## src/rtl/psram_line_arbiter.sv

```systemverilog
// Purpose: round-robin arbiter sharing one PSRAM line controller between CPU cache (port 0) and video/DMA fetcher (port 1).
// Latency: a request sampled in IDLE raises mem_rd/mem_wr the next cycle (ISSUE); rq_done pulses the cycle after busy falls.
// Backpressure: requests are level-held; no grant while the controller is busy, one line transaction outstanding at a time.
//
// Ports:
//   mem_clk, reset                      clock, synchronous active-high reset
//   rq_rd/rq_wr[1:0]                    per-port fill / write-back requests (level, held until rq_done)
//   rq_raddr0/1, rq_waddr0/1            per-port line addresses, stable while the request is held
//   rq_wdata0/1                         per-port write-back line data
//   rq_rdata, rq_cen, rq_cwe, rq_caddr  controller cache-side strobes and fill data routed to the granted port
//   rq_gnt, rq_done                     one-hot grant (ISSUE..DONE) and one-cycle completion pulse
//   mem_rd, mem_wr, raddr, waddr        controller command pulses and addresses (addresses registered at grant)
//   cache_rdata                         write-back data of the granted port, to the controller
//   cache_wdata, cache_en, cache_we,
//   cache_addr, rd_busy, wr_busy        controller-side inputs
//   wd_err                              sticky watchdog error
//
// Optional feature: define ARB_WATCHDOG_EN to abort a transaction whose busy never rises within
// WD_CYCLES cycles of ISSUE. Without it WAIT_BUSY waits indefinitely and wd_err is constant 0.

module psram_line_arbiter #(
    parameter int AW        = 18,
    parameter int DW        = 128,
    parameter int WD_CYCLES = 64
) (
    input  logic          mem_clk,
    input  logic          reset,
    input  logic [1:0]    rq_rd,
    input  logic [1:0]    rq_wr,
    input  logic [AW-1:0] rq_waddr0,
    input  logic [AW-1:0] rq_waddr1,
    input  logic [AW-1:0] rq_raddr0,
    input  logic [AW-1:0] rq_raddr1,
    input  logic [DW-1:0] rq_wdata0,
    input  logic [DW-1:0] rq_wdata1,
    output logic [DW-1:0] rq_rdata,
    output logic [1:0]    rq_cen,
    output logic          rq_cwe,
    output logic [1:0]    rq_caddr,
    output logic [1:0]    rq_done,
    output logic [1:0]    rq_gnt,
    output logic          mem_rd,
    output logic          mem_wr,
    output logic [AW-1:0] waddr,
    output logic [AW-1:0] raddr,
    output logic [DW-1:0] cache_rdata,
    input  logic [DW-1:0] cache_wdata,
    input  logic          cache_en,
    input  logic          cache_we,
    input  logic [1:0]    cache_addr,
    input  logic          rd_busy,
    input  logic          wr_busy,
    output logic          wd_err
);

    typedef enum logic [2:0] {
        S_IDLE,
        S_ISSUE,
        S_WAIT_BUSY,
        S_WAIT_DONE,
        S_DONE
    } state_t;

    state_t     state;
    logic       last;      // index of the most recently granted port
    logic       busy;
    logic [1:0] req;
    logic       pick;      // winning port index when a grant is made this cycle

    assign busy = rd_busy | wr_busy;
    assign req  = rq_rd | rq_wr;

    // Lone requester wins; on a tie the port that was not served last wins.
    assign pick = (req == 2'b11) ? ~last : req[1];

`ifdef ARB_WATCHDOG_EN
    localparam int WDW = $clog2(WD_CYCLES + 1);
    logic [WDW-1:0] wd_cnt;   // cycles since ISSUE (0 in the ISSUE cycle)
    logic           wd_err_q;
`endif

    always_ff @(posedge mem_clk) begin
        if (reset) begin
            state  <= S_IDLE;
            last   <= 1'b1;
            rq_gnt <= 2'b00;
            rq_done <= 2'b00;
            mem_rd <= 1'b0;
            mem_wr <= 1'b0;
            waddr  <= '0;
            raddr  <= '0;
`ifdef ARB_WATCHDOG_EN
            wd_cnt   <= '0;
            wd_err_q <= 1'b0;
`endif
        end else begin
            case (state)
                S_IDLE: begin
                    if ((req != 2'b00) && !busy) begin
                        rq_gnt <= pick ? 2'b10 : 2'b01;
                        last   <= pick;
                        raddr  <= pick ? rq_raddr1 : rq_raddr0;
                        waddr  <= pick ? rq_waddr1 : rq_waddr0;
                        // Command pulses are the latched request flags, visible during ISSUE.
                        mem_rd <= rq_rd[pick];
                        mem_wr <= rq_wr[pick];
                        state  <= S_ISSUE;
`ifdef ARB_WATCHDOG_EN
                        wd_cnt <= '0;
`endif
                    end
                end
                S_ISSUE: begin
                    mem_rd <= 1'b0;
                    mem_wr <= 1'b0;
                    state  <= S_WAIT_BUSY;
`ifdef ARB_WATCHDOG_EN
                    wd_cnt <= wd_cnt + 1'b1;
`endif
                end
                S_WAIT_BUSY: begin
                    if (busy) begin
                        state <= S_WAIT_DONE;
                    end
`ifdef ARB_WATCHDOG_EN
                    // Abort so a dead controller cannot starve both requesters forever;
                    // the completion pulse lets the requester drop its level request.
                    else if (wd_cnt == WDW'(WD_CYCLES - 1)) begin
                        wd_err_q <= 1'b1;
                        rq_done  <= rq_gnt;
                        state    <= S_DONE;
                    end else begin
                        wd_cnt <= wd_cnt + 1'b1;
                    end
`endif
                end
                S_WAIT_DONE: begin
                    if (!busy) begin
                        rq_done <= rq_gnt;
                        state   <= S_DONE;
                    end
                end
                S_DONE: begin
                    rq_done <= 2'b00;
                    rq_gnt  <= 2'b00;
                    state   <= S_IDLE;
                end
                default: begin
                    state <= S_IDLE;
                end
            endcase
        end
    end

    // Controller strobes reach a requester only while its transaction is in flight;
    // anything the controller does around ISSUE/DONE is not ours to forward.
    assign rq_cen      = ((state == S_WAIT_BUSY) || (state == S_WAIT_DONE)) ?
                         ({2{cache_en}} & rq_gnt) : 2'b00;
    assign rq_cwe      = cache_we;
    assign rq_caddr    = cache_addr;
    assign rq_rdata    = cache_wdata;
    assign cache_rdata = rq_gnt[1] ? rq_wdata1 : rq_wdata0;

`ifdef ARB_WATCHDOG_EN
    assign wd_err = wd_err_q;
`else
    // Folds to constant 0 for any legal WD_CYCLES; keeps the parameter referenced in this build.
    assign wd_err = (WD_CYCLES < 0);
`endif

endmodule

```

## config.mk

```make
export PLATFORM = sky130hd
export DESIGN_NAME = psram_line_arbiter
export DESIGN_NICKNAME = d
export VERILOG_FILES = /design/src/rtl/psram_line_arbiter.sv
export SDC_FILE = /design/constraint.sdc
export NUM_CORES = 1
export LEC_CHECK = 0
export CORE_AREA = 2 2 300 302
export CTS_CLUSTER_SIZE = 40
export DETAILED_ROUTE_END_ITERATION = 8
export DIE_AREA = 0 0 302 304
export PLACE_DENSITY = 0.39
export SLEW_MARGIN = 0
export SYNTH_ARGS = -nofsm -noshare
export SYNTH_HDL_FRONTEND = slang
export SYNTH_SLANG_ARGS = --single-unit
export TNS_END_PERCENT = 50
```

## constraint.sdc

```tcl
create_clock -name mem_clk -period 2.85 [get_ports mem_clk]
set_input_delay 0.855 -clock mem_clk [delete_from_list [all_inputs] [get_ports mem_clk]]
set_output_delay 0.855 -clock mem_clk [all_outputs]
set_load 0.01 [all_outputs]
```

==> results.ini <==
[logic_synthesis]
syn_inst=494
yosys.area.top_type_share=0.308
yosysSeqAreaShare=0.197
synthDistinctLibCells=27
synthesis.nets=962
synth.cell_area_mm2=0.00468
yosys.area_share.simple=0.0564
synthMuxAreaShare=0.389
synth_seq_cells=46
synth_area_leaders=mux2_2 31%, buf_4 21%, dfxtp_1 20%
syn_area_per_cell_um2=9.47
synth_compound_area_frac=0.107
synth-xor-area-share=0
synth_area_leader_cell=mux2_2
yosys_warnings=0
synth_top_family_by_area=multiplexers
yosys.area_share.adder=0

[clocking]
clockRootBuffer=clkbuf_16
path_clk_slew_ns=0.07
cts_setup_buffers=0
clockBufferDepth=2
cts_hold_buffers=0
h-tree-depth=2
insertion_delay_ns=0.30
cts_tree=built
cts_buffers=5
cts_sinks=46

[run_status]
status=finished, final reports clean

[setup_path]
critPathLaunch=rq_wdata0[102]
endpoint=cache_rdata[102]
rr_startpoint=state[0]$_SDFFE_PP0P_
r2r_cells=5
cp_top_family=buffers and inverters
cp_data_arrival_time_ns=1.91
worstSetupPathType=primary input to output pin
critPathMaxStageDelay_ns=0.41
cp_cell_sequence=clkdlybuf4s50_1 > mux2_2 > dlygate4sd2_1
cp-end-kind=output pin
startpoint_type=primary input
cp.required_ns=2.00
r2r_end=raddr[3]$_SDFFE_PP0P_
cp_max_fo=1
cpMaxStageDelayCell=clkdlybuf4s50_1
path_buf_inv=2
r2r_setup_slack_ns=1.31
cp.depth=3

[detailed_routing]
drt_wl_total_um=33100
drt_pass1_iterations=4
drt-initial-drc-count=144
vias_per_cell=2.53
wl_per_cell_um=16.2
drcViolationCount=0
ant_nets=0
vias=5182

[placement]
gp_congestion=0.790
io_buffer_count=508
hpwl_um=30000
place_ws_ns=-0.331

[sta]
layout_min_cycle_time_ns=2.76
rsz0062_at_grt=false
fin_skew_ns=0.00778
setup_tns_ns=0
setup_violations=0
drv_slew=0
report.final.hold_viol_count=0
fin_ws_ns=0.0888
fmax_mhz=362
period_share=0.969

[global_route]
grt_max_degree=49
use_met1=0.0576
grt_pass1_wl_um=42300
grtUsageTotal=0.0677
use_met2=0.114
antenna_found_initial=33
overflow=0
grt_pass1_vias=5596
grt-busiest-layer=met2
grtUsageMet3=0.0495

[power]
ir_worst_vdd_mv=0.221
power.density_mw_per_mm2=254
power_mw=2.65
p_leak_nw=3.85

[floorplan]
initial_core_util=0.0525
die_w_um=302
coreArea_mm2=0.0890
ios=772
rows=110
die_area_mm2=0.0918
die_y_um=304

[final_layout]
final_util=0.117
syn_to_final_growth_pct=123
drive_above_1_share=0.223
layout.cells.most_common=clkdlybuf4s50_1
final_cell_mix=371 x clkdlybuf4s50_1, 128 x mux2_2, 114 x dlygate4sd2_1
final_nets=1332

[flow_run]
drv_cap=0

[min_path]
hold_path_class=flop to flop
min_path_cells=2

-- synthesized netlist by cell type --
cell	instances
buf_2	9
mux2i_1	38
a211oi_1	9
or4_4	1
clkbuf_2	1
buf_1	4
nand2b_1	1
dfxtp_1	46
inv_1	3
a211oi_2	28
nor2b_1	1
mux2_2	128
nand2_1	4
buf_6	4
conb_1	1
a21oi_1	5
nor3_1	2
buf_4	132
a31oi_1	3
a21o_1	1
nand3_1	5
clkbuf_1	15
and3_1	3
o21ai_0	3
or3_1	1
o211ai_1	2
nor2_1	44
-- power breakdown --
part / internal [mW] / switching, mW
Sequential: 0.691 / 0.0294
Clock: 0.329 / 0.289
Combinational: 0.827 / 0.481
Total: 1.85 / 0.800
-- layout make-up --
| class | instances | area (um2) |
|---|---|---|
| antenna | 11 | 27.5 |
| clock buffer | 5 | 125 |
| clock inverter | 3 | 23.8 |
| fill | 10200 | 78600 |
| inverter | 3 | 11.3 |
| multi-input combinational | 280 | 2600 |
| sequential | 46 | 925 |
| tap | 1176 | 1470 |
| timing repair buffer | 528 | 5230 |
-- state kept, by name, indices dropped and copies added, names as in the netlist --
register / cells
last: 1
mem_rd: 1
mem_wr: 1
raddr: 18
rq_done: 2
rq_gnt: 2
state: 3
waddr: 18
-- timing repair --
| action | in CTS | in global routing |
|---|---|---|
| gates resized for setup | 120 | 22 |
| hold endpoints to repair | 0 | 0 |
| pin swaps | 0 | 0 |
| setup endpoints to repair | 113 | 18 |
-- stage by stage --
step / hold slack [ns] / std cells / area (um2)
2_1_floorplan: 0.465 / 494 / 4680
3_3_place_gp: 0.456 / 2033 / 10300
3_5_place_dp: 0.449 / 2033 / 10300
4_1_cts: 0.469 / 2041 / 10300
5_1_grt: 0.523 / 2048 / 10400
6_report: 0.469 / 2052 / 10400
-- worst register-to-register path, cell delays in order, from the launching register on --
cell and delay (ns):
dfxtp_1 0.35, nor3_1 0.24, and3_2 0.30, buf_12 0.26, nor2_1 0.10, a211oi_1 0.20
-- logic make-up after synthesis --
group           count (synthesis)
simple gates                   62
buf+inv                       168
compound gates                 51
mux                           166
flops                          46
other cells                     1
-- how the worst min path moves through the flow --
stage | start | to | slack, ns
after floorplan | state[0]$_SDFFE_PP0P_ | state[1]$_SDFFE_PP0P_ | 0.47
after global placement | mem_rd$_SDFFE_PP0P_ | mem_rd$_SDFFE_PP0P_ | 0.46
after detailed placement | mem_rd$_SDFFE_PP0P_ | mem_rd$_SDFFE_PP0P_ | 0.45
after CTS | mem_rd$_SDFFE_PP0P_ | mem_rd$_SDFFE_PP0P_ | 0.47
after global routing | raddr[2]$_SDFFE_PP0P_ | raddr[2]$_SDFFE_PP0P_ | 0.52
final | mem_rd$_SDFFE_PP0P_ | mem_rd$_SDFFE_PP0P_ | 0.47
-- routing by layer --
metal  share of wire  routed length (um)  vias to the layer above
met5          0.0052                 174                        -
met4           0.063                2080                       26
met3            0.17                5720                      136
met2            0.46               15400                      381
met1            0.29                9770                     2289
li1                -                   -                     2350
Power figures use the tool's default switching activity.
